`src/rtl/branch_hazard_ctrl.sv`:
```
// Branch redirect / load-use hazard sequencer for the 5-stage core.
// Optional statistics counters are enabled by defining BR_STATS_EN.
module branch_hazard_ctrl #(
   parameter int unsigned XLEN         = 32,
   parameter int unsigned FLUSH_CYCLES = 1
) (
   input  logic            clk,
   input  logic            rst,
   input  logic            ex_valid,
   input  logic [6:0]      ex_op_code,
   input  logic            br_en,
   input  logic [XLEN-1:0] br_target,
   input  logic            ex_mem_read,
   input  logic [4:0]      ex_rd_addr,
   input  logic            id_valid,
   input  logic [4:0]      id_rs1_addr,
   input  logic [4:0]      id_rs2_addr,
   input  logic            fetch_ready,
   output logic            pc_sel,
   output logic [XLEN-1:0] pc_target,
   output logic            pc_stall,
   output logic            if_id_stall,
   output logic            if_id_flush,
   output logic            id_ex_flush,
   output logic            redirect_busy,
   output logic [31:0]     redirect_count,
   output logic [31:0]     stall_count
);

   localparam logic [1:0] ST_RUN   = 2'd0;
   localparam logic [1:0] ST_WAIT  = 2'd1;
   localparam logic [1:0] ST_FLUSH = 2'd2;

   localparam logic [6:0] OP_JAL    = 7'b1101111;
   localparam logic [6:0] OP_BRANCH = 7'b1100011;

   localparam logic [3:0] FLUSH_INIT = 4'(FLUSH_CYCLES - 1);
   localparam logic [1:0] ST_ACCEPT  = (FLUSH_CYCLES == 1) ? ST_RUN : ST_FLUSH;

   logic [1:0]      r_state;
   logic [3:0]      r_flush_cnt;
   logic [XLEN-1:0] r_target;

   logic [1:0]      w_state_nxt;
   logic [3:0]      w_flush_cnt_nxt;
   logic [XLEN-1:0] w_target_nxt;

   logic            w_take;
   logic            w_hz;
   logic            w_take_run;
   logic            w_hz_run;

   logic            w_pc_sel;
   logic [XLEN-1:0] w_pc_target;
   logic            w_pc_stall;
   logic            w_if_id_stall;
   logic            w_if_id_flush;
   logic            w_id_ex_flush;

   assign w_take = ex_valid & br_en & ((ex_op_code == OP_JAL) | (ex_op_code == OP_BRANCH));
   assign w_hz   = ex_valid & ex_mem_read & id_valid & (ex_rd_addr != 5'd0) &
                   ((ex_rd_addr == id_rs1_addr) | (ex_rd_addr == id_rs2_addr));

   assign w_take_run = w_take & (r_state == ST_RUN);
   assign w_hz_run   = w_hz & ~w_take & (r_state == ST_RUN);

   always_comb begin
      w_state_nxt     = r_state;
      w_flush_cnt_nxt = r_flush_cnt;
      w_target_nxt    = r_target;
      w_pc_sel        = 1'b0;
      w_pc_target     = '0;
      w_pc_stall      = 1'b0;
      w_if_id_stall   = 1'b0;
      w_if_id_flush   = 1'b0;
      w_id_ex_flush   = 1'b0;
      case (r_state)
         ST_RUN: begin
            if (w_take) begin
               w_pc_sel      = 1'b1;
               w_pc_target   = br_target;
               w_if_id_flush = 1'b1;
               w_id_ex_flush = 1'b1;
               w_target_nxt  = br_target;
               if (fetch_ready) begin
                  w_state_nxt     = ST_ACCEPT;
                  w_flush_cnt_nxt = FLUSH_INIT;
               end else begin
                  w_state_nxt = ST_WAIT;
               end
            end else if (w_hz) begin
               w_pc_stall    = 1'b1;
               w_if_id_stall = 1'b1;
               w_id_ex_flush = 1'b1;
            end
         end
         ST_WAIT: begin
            w_pc_sel      = 1'b1;
            w_pc_target   = r_target;
            w_if_id_flush = 1'b1;
            w_id_ex_flush = 1'b1;
            if (fetch_ready) begin
               w_state_nxt     = ST_ACCEPT;
               w_flush_cnt_nxt = FLUSH_INIT;
            end
         end
         ST_FLUSH: begin
            // Counter is loaded with FLUSH_CYCLES-1, so FLUSH lasts that many
            // cycles; the accept cycle itself supplies the first flush.
            w_if_id_flush   = 1'b1;
            w_flush_cnt_nxt = r_flush_cnt - 4'd1;
            if (r_flush_cnt <= 4'd1) begin
               w_state_nxt     = ST_RUN;
               w_flush_cnt_nxt = '0;
            end
         end
         default: begin
            w_state_nxt = ST_RUN;
         end
      endcase
   end

   always_ff @(posedge clk) begin
      if (rst) begin
         r_state     <= ST_RUN;
         r_flush_cnt <= '0;
         r_target    <= '0;
      end else begin
         r_state     <= w_state_nxt;
         r_flush_cnt <= w_flush_cnt_nxt;
         r_target    <= w_target_nxt;
      end
   end

   assign pc_sel        = w_pc_sel & ~rst;
   assign pc_target     = rst ? '0 : w_pc_target;
   assign pc_stall      = w_pc_stall & ~rst;
   assign if_id_stall   = w_if_id_stall & ~rst;
   assign if_id_flush   = w_if_id_flush & ~rst;
   assign id_ex_flush   = w_id_ex_flush & ~rst;
   assign redirect_busy = (r_state != ST_RUN) & ~rst;

`ifdef BR_STATS_EN
   logic [31:0] r_redirect_count;
   logic [31:0] r_stall_count;

   always_ff @(posedge clk) begin
      if (rst) begin
         r_redirect_count <= '0;
         r_stall_count    <= '0;
      end else begin
         if (w_take_run) r_redirect_count <= r_redirect_count + 32'd1;
         if (w_hz_run)   r_stall_count    <= r_stall_count + 32'd1;
      end
   end

   assign redirect_count = rst ? '0 : r_redirect_count;
   assign stall_count    = rst ? '0 : r_stall_count;
`else
   logic w_stats_unused;
   assign w_stats_unused = w_take_run ^ w_hz_run;
   assign redirect_count = '0;
   assign stall_count    = '0;
`endif

endmodule

```
`config.mk`:
```
export PLATFORM = sky130hd
export DESIGN_NAME = branch_hazard_ctrl
export DESIGN_NICKNAME = d
export VERILOG_FILES = /design/src/rtl/branch_hazard_ctrl.sv
export SDC_FILE = /design/constraint.sdc
export NUM_CORES = 1
export LEC_CHECK = 0
export CORE_MARGIN = 5
export CORE_UTILIZATION = 36
export DETAILED_ROUTE_END_ITERATION = 7
export GPL_TIMING_DRIVEN = 0
export PLACE_DENSITY = 0.82
export SLEW_MARGIN = 10
export SYNTH_ARGS = -nofsm -noshare
export SYNTH_HDL_FRONTEND = slang
export SYNTH_SLANG_ARGS = --single-unit
```
`constraint.sdc`:
```
create_clock -name clk -period 4.4 [get_ports clk]
set_input_delay 1.32 -clock clk [delete_from_list [all_inputs] [get_ports clk]]
set_output_delay 1.32 -clock clk [all_outputs]
set_load 0.02 [all_outputs]
```
==> results of run 1 <==
metrics by stage:
step | setup WS [ns] | util (%) | setup TNS, ns | area, sq um
finish | 0.0809 | 64.4 | 0 | 3570
global route | 0.00487 | 64.4 | 0 | 3570
CTS | 0.0118 | 64.5 | 0 | 3580
detailed placement | -0.706 | 60.9 | -24.05 | 3380
global placement | -0.715 | 60.9 | -23.91 | 3380
floorplan | 0.303 | - | 0 | 2300
flip-flops by register name, summed over array words and instances, names as in the netlist:
register	cells
r_target	32
r_state	1
layout make-up:
type / count / area (sq um) / area share (%)
multi-input combinational: 160 / 1090 / 30.5
timing repair buffer: 109 / 990 / 27.7
sequential: 33 / 661 / 18.5
buffer: 80 / 619 / 17.4
tap: 72 / 90.1 / 2.53
clock buffer: 7 / 86.3 / 2.42
clock inverter: 1 / 30.0 / 0.842
inverter: 1 / 3.75 / 0.105
power groups by stage:
| stage | clock (W) | combinational, W | sequential (W) |
|---|---|---|---|
| after global placement | 0 | 0.000178 | 0.000306 |
| after detailed placement | 0 | 0.000179 | 0.000306 |
| after global routing | 0.000319 | 0.000195 | 0.000300 |
| after floorplan | 0 | 0.000112 | 0.000306 |
| after CTS | 0.000303 | 0.000179 | 0.000300 |
| final | 0.000296 | 0.000182 | 0.000300 |
layout by cell type (no fill, tap or decap), types with 2 or more instances in the layout:
cell,count
dfxtp_1,33
nor2_1,3
clkbuf_8,6
clkdlybuf4s15_2,9
buf_4,83
nor3_1,2
clkdlybuf4s50_1,51
conb_1,64
xor2_1,10
clkbuf_2,3
clkbuf_1,2
a22o_1,64
buf_2,14
buf_6,14
dlygate4sd2_1,12
layer usage:
| metal | routed length [um] | up-vias | global-route usage (%) |
|---|---|---|---|
| li1 | - | 1004 | - |
| met1 | 2330 | 912 | 17.7 |
| met2 | 2970 | 110 | 28.0 |
| met3 | 720 | 6 | 6.34 |
| met4 | 48 | 0 | 3.45 |
| met5 | 0 | - | 0 |
cells by family (layout without fill, tap and decap cells):
| logic type | after synthesis | after routing | share of synthesized area (%) |
|---|---|---|---|
| other cells | 1 | 64 | 0.181 |
| buf+inv | 81 | 198 | 28.9 |
| flops | 33 | 33 | 31.9 |
| xor+xnor | 11 | 11 | 4.66 |
| simple gates | 16 | 17 | 6.05 |
| compound gates | 68 | 68 | 28.3 |
worst max-delay path, cell delays in order:
cell and delay (ns):
dlygate4sd2_1 0.26, xor2_2 0.19, or4_4 0.54, nor2_8 0.18, buf_6 0.14, a22o_1 0.12, clkdlybuf4s15_2 0.25
worst paths after layout:
kind | endpoint | cells past startpoint | startpoint
setup / recovery | pc_target[7] | 7 | ex_op_code[3]
hold / removal | r_target[20] | 1 | r_target[20]
setup reg to reg | r_target[13] | 8 | r_state[0]
hold reg to reg | r_target[20] | 1 | r_target[20]
repair_timing:
action	CTS	global route
endpoints found under the setup margin	38	13
pin swaps	6	1
setup buffers	8	0
endpoints found under the hold margin	0	0
gates resized for setup	165	4
gates cloned	4	0
==> impl_metrics.py, run 1 <==
metrics = {
    "cells_and_area": {
        "n_fill_cell": 503,
        "n_antenna_cell": 0,
        "fin_nets": 451,
        "syn2layout_area_growth_pct": 72.5,
        "final_cells": 463,
        "drive_gt1_share_pct": 35.0,
    },
    "floorplanning": {
        "initial_utilization_pct": 37.3,
        "die_x_um": 85.8,
        "core.rowCount": 27,
        "core_area_sq_um": 5540,
        "io_pins": 163,
        "die_y_um": 85.8,
        "dieArea_sq_um": 7360,
    },
    "global_route": {
        "grt_pass1_vias": 2092,
        "grt_pass1_wl_mm": 9.48,
        "grt_util_all_layers_pct": 15.8,
        "grt_max_degree": 11,
        "antenna_found_initial": 0,
        "gr-total-overflow": 0,
    },
    "power": {
        "pwr-share-comb_pct": 23.4,
        "p_leak_nw": 1.82,
        "power.total_w": 0.000777,
        "p_per_area_nw_per_um2": 218,
        "p_clk_share_pct": 38.0,
        "switching_share_pct": 25.5,
        "power.net_switching_w": 0.000198,
        "internal-power_w": 0.000579,
        "p_seq_share_pct": 38.5,
        "ir_drop_uv": 155,
    },
    "clock_network": {
        "clock-sinks": 33,
        "cts.path.max_buffers": 2,
        "hold_buffers": 0,
        "clk_pin_slew_worst_paths_ns": 0.06,
        "htreeDepth": 2,
        "cts_root_buffer": "clkbuf_8",
        "cts_tree": "yes",
        "insertion_delay_ns": 0.29,
        "cts-buffers-inserted": 5,
    },
    "worst_setup_path": {
        "critPathRequiredTime_ns": 3.08,
        "critPathLaunchType": "primary input",
        "endpoint_kind": "primary output",
        "regToRegSetupSlack_ns": 2.48,
        "path_class": "in -> out",
        "arrival_ns": 3.00,
        "crit_fanout": 6,
    },
    "detailed_routing": {
        "wire_per_inst_um": 13.1,
        "vias": 2032,
        "drc": 0,
        "via_per_inst": 4.39,
        "ant_nets": 0,
        "drt_iter0_markers": 40,
        "dr.pass1.iters": 4,
        "drt-total-wl_mm": 6.06,
    },
    "timing": {
        "hold_viol": 0,
        "rsz0062_at_grt": "false",
        "maxSlewViolCount": 0,
        "setup_viol": 0,
        "whs_ns": 0.479,
        "period_minus_slack_ns": 4.32,
        "skew_ns": 0.00788,
        "fin_crit_sh_pct": 98.2,
        "fmax_ghz": 0.232,
    },
    "synth": {
        "synth.avg_cell_area_sq_um": 9.85,
        "ys_warn_count": 0,
        "synth_top_area_share_pct": 31.9,
        "yosysMostFrequentCell": "buf_4",
        "ys_ff_latch": 33,
        "synth_ff_type": "dfxtp_1",
        "syn_inst": 210,
        "synth-async-reset-ratio_pct": 0,
        "ys_seq_area_share_pct": 31.9,
        "netlist_area_sq_um": 2070,
        "synth.distinct_cells": 25,
        "yosysTopAreaCell": "dfxtp_1",
        "synth.top_cells.by_area": "dfxtp_1, a22o_1, buf_4, xor2_1, buf_6",
        "ys_top_cells_by_count": "buf_4, a22o_1, dfxtp_1",
        "synth_enable_flop_cells": 0,
    },
    "placed_design": {
        "place.gp.congestion": 0.767,
        "port-buffer-count": 98,
        "hpwl_mm": 4.71,
        "dp.cells": 443,
    },
    "flow_run": {
        "maxCapViolations": 0,
    },
    "outcome": {
        "outcome": "finished, final reports clean",
    },
    "min_path": {
        "hp-class": "reg -> reg",
    },
}
Note: power is estimated with default switching activity, not from simulation.
==> inputs of run 2 (changes only) <==
PLACE_DENSITY = 0.86   (was 0.82)
==> impl_metrics.py, run 2 (synthesis results as in run 1) <==
metrics = {
    "detailed_routing": {
        "vias": 1992,
        "drt_iter0_markers": 34,
        "drc": 0,
        "drt-total-wl_mm": 6.06,
        "ant_nets": 0,
        "via_per_inst": 4.32,
        "wire_per_inst_um": 13.1,
        "dr.pass1.iters": 4,
    },
    "floorplanning": {
        "core.rowCount": 27,
        "io_pins": 163,
        "core_area_sq_um": 5540,
        "die_x_um": 85.8,
        "initial_utilization_pct": 37.3,
        "dieArea_sq_um": 7360,
        "die_y_um": 85.8,
    },
    "global_route": {
        "met1_usage_pct": 18.7,
        "top_usage_layer": "met2",
        "grt_util_all_layers_pct": 15.8,
        "grt_pass1_wl_mm": 9.43,
        "gr-total-overflow": 0,
        "antenna_found_initial": 0,
        "globalRouteMet2Util_pct": 27.9,
        "use_met3_pct": 5.19,
        "grt_max_degree": 12,
        "grt_pass1_vias": 1979,
    },
    "clock_network": {
        "clk_pin_slew_worst_paths_ns": 0.06,
        "clock-sinks": 33,
        "insertion_delay_ns": 0.28,
        "cts.path.max_buffers": 2,
        "cts_tree": "yes",
        "cts-buffers-inserted": 5,
        "htreeDepth": 2,
        "cts_root_buffer": "clkbuf_8",
    },
    "worst_setup_path": {
        "critPathLaunchType": "primary input",
        "crit_path_top_delay_cell": "or4_4",
        "endpoint_kind": "primary output",
        "crit_fanout": 5,
        "arrival_ns": 3.01,
        "critPathRequiredTime_ns": 3.08,
        "max_stage_delay_ns": 0.56,
        "path_class": "in -> out",
        "cp_cell_sequence": "dlygate4sd2_1 -> xor2_2 -> or4_4 -> nor2_4 -> buf_6 -> a22o_1 -> clkdlybuf4s15_2",
    },
    "power": {
        "p_per_area_nw_per_um2": 221,
        "pwr-share-comb_pct": 23.5,
        "power.net_switching_w": 0.000197,
        "p_seq_share_pct": 38.7,
        "p_leak_nw": 1.82,
        "ir_drop_uv": 114,
        "internal-power_w": 0.000578,
        "p_clk_share_pct": 37.8,
        "power.total_w": 0.000775,
        "switching_share_pct": 25.4,
    },
    "timing": {
        "fin_crit_sh_pct": 98.4,
        "fmax_ghz": 0.231,
        "setup_viol": 0,
        "hold_viol": 0,
        "period_minus_slack_ns": 4.33,
        "rsz0062_at_grt": "false",
        "maxSlewViolCount": 0,
        "setup_slack_ns": 0.0707,
        "skew_ns": 0.00556,
        "whs_ns": 0.476,
    },
    "placed_design": {
        "hpwl_mm": 4.75,
        "place.gp.congestion": 0.732,
        "port-buffer-count": 98,
        "dpl_worst_slack_ns": -0.685,
    },
    "cells_and_area": {
        "reg_top3": "r_target x32, r_state x1",
        "syn2layout_area_growth_pct": 69.4,
        "top_register": "r_target",
        "largest_reg_flops": 32,
        "layout_common_cells": "buf_4, a22o_1, conb_1",
        "drive_gt1_share_pct": 35.0,
        "n_antenna_cell": 0,
        "fin_nets": 449,
        "layout_commonest_cell": "buf_4",
    },
    "min_path": {
        "hp-class": "reg -> reg",
    },
    "flow_run": {
        "maxCapViolations": 0,
    },
    "outcome": {
        "outcome": "finished, final reports clean",
    },
}
[run 2: worst max-delay path: cells and delay by family]
kind            cells  cell delay, ns
simple gates        2            0.71
compound gates      1            0.13
buf+inv             3            0.65
xor+xnor            1            0.20
[run 2: path summary, 6_finish.rpt]
| check | from | cells past startpoint | end | slack [ns] |
|---|---|---|---|---|
| setup / recovery | ex_op_code[3] | 7 | pc_target[18] | 0.07 |
| hold reg to reg | r_target[15] | 1 | r_target[15] | 0.48 |
| setup reg to reg | r_state[0] | 6 | r_target[10] | 2.70 |
| hold / removal | r_target[15] | 1 | r_target[15] | 0.48 |
[run 2: metal layers]
| metal | up-vias | wire (um) |
|---|---|---|
| li1 | 997 | - |
| met1 | 894 | 2420 |
| met2 | 94 | 3010 |
| met3 | 7 | 566 |
| met4 | 0 | 60 |
| met5 | - | 0 |
[run 2: timing repair]
item                       in CTS  in global routing
gates cloned                    4                  0
setup endpoints to repair      38                 11
setup buffers                   3                  3
pin swaps                       5                  5
hold buffers                    0                  0
resized for setup             161                  6
[run 2: per-stage QoR]
step	setup TNS [ns]	std cells	util (%)	cell area, sq um
2_1_floorplan	0	273	-	2300
3_3_place_gp	-22.06	443	60.9	3380
3_5_place_dp	-22.41	443	60.9	3380
4_1_cts	0	458	63.1	3490
5_1_grt	0	461	63.3	3500
6_report	0	461	63.3	3500
[run 2: cell type report]
type | count | area [sq um]
inverter | 1 | 3.75
fill | 467 | 2040
sequential | 33 | 661
clock inverter | 2 | 37.5
multi-input combinational | 160 | 1090
clock buffer | 6 | 82.6
tap | 72 | 90.1
buffer | 80 | 622
timing repair buffer | 107 | 921
[run 2: power by group through the flow]
| stage | Sequential, W | Clock, W | Combinational, W |
|---|---|---|---|
| 2_1_floorplan | 0.000306 | 0 | 0.000112 |
| 3_3_place_gp | 0.000306 | 0 | 0.000178 |
| 3_5_place_dp | 0.000306 | 0 | 0.000179 |
| 4_1_cts | 0.000300 | 0.000301 | 0.000178 |
| 5_1_grt | 0.000300 | 0.000314 | 0.000195 |
| 6_report | 0.000300 | 0.000293 | 0.000182 |
